===== config.mk =====
export PLATFORM = sky130hd
export DESIGN_NAME = move_input_ctrl
export DESIGN_NICKNAME = d
export VERILOG_FILES = /design/src/rtl/move_input_ctrl.sv
export SDC_FILE = /design/constraint.sdc
export NUM_CORES = 1
export LEC_CHECK = 0
export BUFFER_PORTS_ARGS = -buffer_cell sky130_fd_sc_hd__buf_2
export CELL_PAD_IN_SITES_DETAIL_PLACEMENT = 0
export CELL_PAD_IN_SITES_GLOBAL_PLACEMENT = 1
export CORE_MARGIN = 2
export CORE_UTILIZATION = 41
export CTS_BUF_LIST = sky130_fd_sc_hd__clkbuf_4 sky130_fd_sc_hd__clkbuf_8
export CTS_CLUSTER_DIAMETER = 50
export CTS_CLUSTER_SIZE = 14
export DETAILED_ROUTE_END_ITERATION = 6
export GPL_ROUTABILITY_DRIVEN = 0
export GPL_TIMING_DRIVEN = 0
export PLACE_DENSITY = 0.74
export SKIP_CTS_REPAIR_TIMING = 1
export SLEW_MARGIN = 20
export SYNTH_ARGS = -nofsm -noshare
export SYNTH_HDL_FRONTEND = slang
export SYNTH_SLANG_ARGS = --single-unit

===== constraint.sdc =====
create_clock -name clk -period 2.4 [get_ports clk]
set_input_delay 0 -clock clk [delete_from_list [all_inputs] [get_ports clk]]
set_output_delay 0 -clock clk [all_outputs]
set_load 0.02 [all_outputs]

===== src/rtl/move_input_ctrl.sv =====
// Button front end for the 2048 controller: synchronises and debounces the four
// push-buttons, arbitrates press edges and presents one move at a time on valid/ready.
module move_input_ctrl #(
    parameter int DEBOUNCE_CYCLES = 500000,
    parameter bit ACTIVE_LOW      = 1'b1
) (
    input  logic       clk,
    input  logic       reset,
    input  logic       btn_up,
    input  logic       btn_down,
    input  logic       btn_left,
    input  logic       btn_right,
    input  logic       move_ready,
    output logic       move_valid,
    output logic       move_up,
    output logic       move_down,
    output logic       move_left,
    output logic       move_right,
    output logic [3:0] key_stable
);

    localparam int CW = $clog2(DEBOUNCE_CYCLES + 1);
    localparam logic [CW-1:0] CNT_LAST = CW'(DEBOUNCE_CYCLES - 1);

    typedef enum logic [1:0] {
        IDLE,
        PENDING,
        LOCKED
    } state_t;

    logic [3:0]    rawPressed;
    logic [3:0]    sync1_q;
    logic [3:0]    sync2_q;
    logic [CW-1:0] cnt_q [4];
    logic [3:0]    stable_q;
    logic [3:0]    prevStable_q;
    logic [3:0]    pressEvent;
    logic [3:0]    winner;
    state_t        state_q;
    logic          valid_q;
    logic [3:0]    code_q;

    // Bit order everywhere: 3 up, 2 down, 1 left, 0 right; 1 means pressed.
    assign rawPressed = {btn_up, btn_down, btn_left, btn_right} ^ {4{ACTIVE_LOW}};

    always_ff @(posedge clk or posedge reset) begin
        if (reset) begin
            sync1_q <= 4'b0000;
            sync2_q <= 4'b0000;
        end else begin
            sync1_q <= rawPressed;
            sync2_q <= sync1_q;
        end
    end

    // The stable level flips only after DEBOUNCE_CYCLES consecutive disagreeing samples.
    always_ff @(posedge clk or posedge reset) begin
        if (reset) begin
            for (int i = 0; i < 4; i++) begin
                cnt_q[i] <= '0;
            end
            stable_q     <= 4'b0000;
            prevStable_q <= 4'b0000;
        end else begin
            prevStable_q <= stable_q;
            for (int i = 0; i < 4; i++) begin
                if (sync2_q[i] == stable_q[i]) begin
                    cnt_q[i] <= '0;
                end else if (cnt_q[i] == CNT_LAST) begin
                    stable_q[i] <= ~stable_q[i];
                    cnt_q[i]    <= '0;
                end else begin
                    cnt_q[i] <= cnt_q[i] + CW'(1);
                end
            end
        end
    end

    assign pressEvent = stable_q & ~prevStable_q;

    always_comb begin
        winner = 4'b0000;
        if (pressEvent[3]) begin
            winner = 4'b1000;
        end else if (pressEvent[2]) begin
            winner = 4'b0100;
        end else if (pressEvent[1]) begin
            winner = 4'b0010;
        end else if (pressEvent[0]) begin
            winner = 4'b0001;
        end
    end

    // LOCKED waits for every key to be released so a held key never repeats.
    always_ff @(posedge clk or posedge reset) begin
        if (reset) begin
            state_q <= IDLE;
            valid_q <= 1'b0;
            code_q  <= 4'b0000;
        end else begin
            case (state_q)
                IDLE: begin
                    if (pressEvent != 4'b0000) begin
                        state_q <= PENDING;
                        valid_q <= 1'b1;
                        code_q  <= winner;
                    end
                end
                PENDING: begin
                    if (move_ready) begin
                        state_q <= LOCKED;
                        valid_q <= 1'b0;
                        code_q  <= 4'b0000;
                    end
                end
                LOCKED: begin
                    if (stable_q == 4'b0000) begin
                        state_q <= IDLE;
                    end
                end
                default: begin
                    state_q <= IDLE;
                    valid_q <= 1'b0;
                    code_q  <= 4'b0000;
                end
            endcase
        end
    end

    assign move_valid = valid_q;
    assign move_up    = code_q[3];
    assign move_down  = code_q[2];
    assign move_left  = code_q[1];
    assign move_right = code_q[0];
    assign key_stable = stable_q;

endmodule


* After elaboration in Yosys (flattened, before gate mapping) *
Cells that the tools add are included.

storage, ports and cells
  flip-flop bits (word level) = 99
  input port bits = 7
  output and inout port bits = 9
  logic and storage cells = 74

operators by class
  add/subtract/negate cells = 4
  equality and inequality tests = 13
  mux-type cells = 22
  bitwise gates (word level) = 12
  reductions and logical operators = 9

operators by type and width
  cell                                                  number
  2-to-1 mux 19 bit                                     8
  adder 19 x 1 -> 19 bit (second input constant)        4
  equality test 19 bit (second input constant)          4
  2-to-1 mux 4 bit                                      3
  one-hot mux 4 bit (3 select lines)                    1
  inverter 1 bit                                        9
  2-to-1 mux 2 bit                                      4
  inverter 4 bit                                        2
  AND reduction 2 bit                                   4
  inequality test 2 bit (second input constant)         3
  one-hot mux 2 bit (3 select lines)                    1
  AND reduction 3 bit                                   2
  AND 4 bit                                             1
  equality test 1 bit                                   4
  logical NOT 4 bit                                     1
  nonzero test 4 bit                                    1
  2-to-1 mux 1 bit                                      3
  2-to-1 mux 3 bit                                      1
  one-hot mux 1 bit (3 select lines)                    1
  equality test 2 x 1 -> 1 bit (second input constant)  1
  equality test 2 bit (second input constant)           1
  logical NOT 2 bit                                     1

* Longest topological paths before layout *
  depth after elaboration = 8
  gate-level depth with buffers = 6
  depth with buffers taken out = 5

* Worst setup path after synthesis *
No wires, ideal clock.

  path kind = register to register
  start point = register cnt_q[68] in the netlist's numbering
  end point = register stable_q[0], in the netlist key_stable[0]
  library setup time = 0.125 ns
  data arrival time = 1.870 ns
  required time = 2.275 ns
  setup slack = 0.405 ns
  stages on the path, launching flop included = 5
  buffers on the path = 0
  period minus slack after synthesis = 1.995 ns
  cell sequence = dfrtp_1 -> or4_1 -> or4_4 -> nor2_1 -> mux2_2

on the way
  word-level cells in the longest chain between the ends = 2

RTL lines
  item                             RTL line  text
  start, declared                  34        logic [CW-1:0] cnt_q [4];
  start signal, assigned by index  73        cnt_q[i] <= cnt_q[i] + CW'(1);
  equality test 19 bit             69        end else if (cnt_q[i] == CNT_LAST) begin
  AND reduction 2 bit (no line)    -
  end signal, assigned by index    70        stable_q[i] <= ~stable_q[i];
  end, declared                    35        logic [3:0] stable_q;

Every way passes these cells.
A chain may end at the register's enable or synchronous reset.

* Worst setup path after layout *
  start point = register cnt_q[53] in the netlist's numbering
  end point = register cnt_q[48] in the netlist's numbering

on the way
  word-level cells in the longest chain between the ends = 3

RTL lines
  item                  RTL line  text
  equality test 19 bit  69
  2-to-1 mux 19 bit     69
  2-to-1 mux 19 bit     67        if (sync2_q[i] == stable_q[i]) begin

Every way passes these cells.

==> flow_metrics.py <==
metrics = {
    "timing": {
        "finalSetupTns_ns": 0,
        "fmax_mhz": 451,
        "slew_viol_final": 0,
        "slew_headroom_pct": 55.5,
        "hold_viol": 0,
        "rsz0062_at_grt": "false",
        "worst_slack_ns": 0.184,
        "period_minus_slack_ns": 2.22,
        "skew_ns": 0.00922,
        "finalCritPeriodShare_pct": 92.3,
        "worst_pin_slew_ns": 0.663,
        "setup-violations-final": 0,
        "hold_ws_ns": 0.204,
    },
    "clocking": {
        "cts_buffers": 9,
        "cts_tree": "built",
        "max-clock-path-buffers": 2,
        "clk_pin_slew_ns": 0.09,
        "root_buffer": "clkbuf_8",
        "htreeDepth": 3,
        "clkSinkCount": 99,
        "worstSkewPairLatency_ns": 0.37,
    },
    "place": {
        "portBuffers": 15,
        "placedCellCount": 613,
        "dp_hpwl_um": 6260,
        "dp_slack_ns": -0.0982,
    },
    "floorplanning": {
        "die_w_um": 110,
        "pin_count": 16,
        "die_height_um": 110,
        "initial_utilization_pct": 42.4,
        "core_area_mm2": 0.0109,
        "std_cell_rows": 38,
        "die_area_mm2": 0.0122,
    },
    "logic_synthesis": {
        "syn_avg_cell_area_um2": 10.2,
        "ys.warnings.count": 0,
        "synth-edff-count": 0,
        "synthSimpleGateAreaFrac_pct": 25.2,
        "ys_seq_elements": 99,
        "synthArstFlopShare_pct": 100,
        "synth.distinct_cells": 42,
        "syn_area_mm2": 0.00463,
        "synth_fa_ha_area_share_pct": 1.08,
        "synth-main-ff-cell": "dfrtp_1",
        "syn_nets": 466,
        "synth_cells": 455,
        "synth_top_family_by_area": "simple AND/OR/NAND/NOR gates",
        "synth_xor_area_share_pct": 10.4,
        "synth_mux_area_share_pct": 0.972,
        "seq_area_frac_synth_pct": 53.5,
        "synth_compound_area_share_pct": 6.35,
    },
    "critical_path": {
        "worstPathRequired_ns": 2.66,
        "worstRegToRegCells": 5,
        "max_stage_delay_ns": 0.57,
        "crit_type": "flop to flop",
        "crit_start": "cnt_q[53]",
        "critPathArrivalTime_ns": 2.48,
        "cp-endpoint": "cnt_q[48]",
        "crit_fanout": 10,
        "crit_slowest_cell": "or4b_1",
        "reg2reg_slack_ns": 0.18,
        "regToRegEndpoint": "cnt_q[48]",
        "worstPathCellList": "nand3_1, or4b_1, o31ai_2, buf_2, nor2_1",
        "critPathLaunchType": "flop",
        "cp-end-kind": "flop",
        "reg2reg_from": "cnt_q[53]",
    },
    "detailed_routing": {
        "first_pass_iters": 4,
        "first_iter_violations": 74,
        "drc_errors": 0,
        "ant_nets": 0,
        "wl_per_cell_um": 14.1,
        "num_vias": 3370,
        "viasPerCell": 5.31,
        "drt_wl_total_um": 8970,
    },
    "run": {
        "cap_viol_max_count": 0,
    },
    "power": {
        "p_sw_uw": 669,
        "p_clk_share_pct": 39.8,
        "p_int_uw": 2370,
        "power_density_mw_per_mm2": 580,
        "combinationalPowerShare_pct": 4.0,
        "peakVddDrop_mv": 0.456,
        "power.leakage_uw": 0.00217,
        "seq_power_share_pct": 56.2,
        "switching_share_pct": 22.0,
    },
    "cells_and_area": {
        "diodes": 0,
        "nets": 501,
        "utilization_pct": 48.0,
        "area_growth_pct": 13.3,
        "finalNonFillerCells": 635,
        "drive_gt1_share_pct": 11.1,
    },
    "global_routing": {
        "grt_max_degree": 32,
        "grtUsageTotal_pct": 16.7,
        "grt_antenna_before_repair": 0,
        "overflow": 0,
        "grt_pass1_wl_um": 15600,
        "grt_pass1_vias": 3225,
    },
    "run_status": {
        "status": "finished, final reports clean",
    },
    "min_path": {
        "hp-class": "input pin to async pin",
    },
}
==> worst max-delay path: cells and delay by family (launching register included) <==
family | cells | cell delay (ns)
buffers and inverters | 1 | 0.34
AO/OA/AOI/OAI | 1 | 0.57
AND/OR/NAND/NOR | 3 | 0.76
flip-flops | 1 | 0.42
==> layout by cell type (no fill, tap or decap), types with 2 or more instances in the layout <==
| cell | count |
|---|---|
| nor3_1 | 8 |
| nor2_1 | 67 |
| and4_1 | 5 |
| or4b_2 | 2 |
| buf_2 | 17 |
| clkbuf_8 | 10 |
| nor3b_1 | 2 |
| nor2b_1 | 5 |
| buf_12 | 2 |
| or3_1 | 9 |
| dlygate4sd3_1 | 6 |
| nor4b_1 | 3 |
| clkbuf_1 | 6 |
| bufinv_16 | 2 |
| o31ai_1 | 7 |
| or4b_1 | 2 |
| inv_1 | 17 |
| xor2_1 | 24 |
| ha_1 | 4 |
| nand2_1 | 26 |
| nor4_1 | 13 |
| mux2_2 | 4 |
| a22o_1 | 3 |
| xnor2_1 | 31 |
| dfrtp_1 | 99 |
| nor4bb_1 | 2 |
| or4_1 | 12 |
| o21ai_0 | 9 |
| nand3_1 | 25 |
| and3_1 | 4 |
| a21oi_1 | 18 |
| o21ai_2 | 2 |
| clkbuf_4 | 2 |
| nand4_1 | 23 |
| and2_1 | 6 |
==> final cells by class <==
cell class	instances	area, um2
buffer	10	48.8
clock buffer	12	153
clock inverter	4	73.8
fill	1043	5690
inverter	18	71.3
multi-input combinational	328	2050
sequential	99	2480
tap	140	175
timing repair buffer	24	203
==> worst min path at each step <==
stage            endpoint  slack [ns]  startpoint  cells after the start
6_report        cnt_q[59]        0.20       reset                      3
5_1_grt         cnt_q[59]        0.23       reset                      3
4_1_cts         cnt_q[59]       -0.34       reset                      2
3_5_place_dp    cnt_q[59]        0.07       reset                      2
3_3_place_gp   sync1_q[1]        0.14    btn_left                      2
2_1_floorplan  sync1_q[0]        0.06   btn_right                      1
==> cells in the mapped netlist, types with 6 or more instances <==
master | n | area share (%)
or3_1 | 9 | 1.2
nand3_1 | 25 | 2.7
nor3_1 | 8 | 0.86
inv_1 | 18 | 1.5
and2_1 | 6 | 0.81
clkbuf_1 | 7 | 0.57
nand2_1 | 26 | 2.1
o21ai_0 | 9 | 0.97
nor4_1 | 13 | 1.8
nand4_1 | 23 | 3.1
o31ai_1 | 7 | 1.1
nor2_1 | 67 | 5.4
or4_1 | 12 | 1.9
xnor2_1 | 31 | 5.9
a21oi_1 | 18 | 1.9
xor2_1 | 24 | 4.5
dfrtp_1 | 99 | 53
==> sequential cells by signal (all words and copies together), names as in the netlist <==
signal / count
sync1_q: 4
key_stable: 4
code_q: 4
state_q: 2
prevStable_q: 4
sync2_q: 4
cnt_q: 76
move_valid: 1
==> stage by stage <==
step	cell area [um2]	total power [uW]
final	5250	3040
after global placement	4890	1850
after global routing	5250	3190
after floorplan	4640	1810
after CTS	5180	3080
after detailed placement	4950	1860
==> power by group through the flow <==
stage	sequential [uW]	clock [uW]	combinational (uW)
floorplan	1740	0	75.3
global placement	1740	0	103
detailed placement	1740	0	120
CTS	1710	1250	120
global route	1720	1330	145
finish	1710	1210	123
==> metal layers <==
metal,vias up,wire (um),track usage [%]
li1,1678,-,-
met1,1638,4390,23.4
met2,43,4160,25.0
met3,11,270,3.35
met4,0,156,7.50
met5,-,0,0
==> cell families after synthesis <==
logic type	Yosys count
flops	99
simple gates	219
xor+xnor	55
buf+inv	28
fa+ha+maj	4
compound gates	46
mux	4
Power figures use the tool's default switching activity.
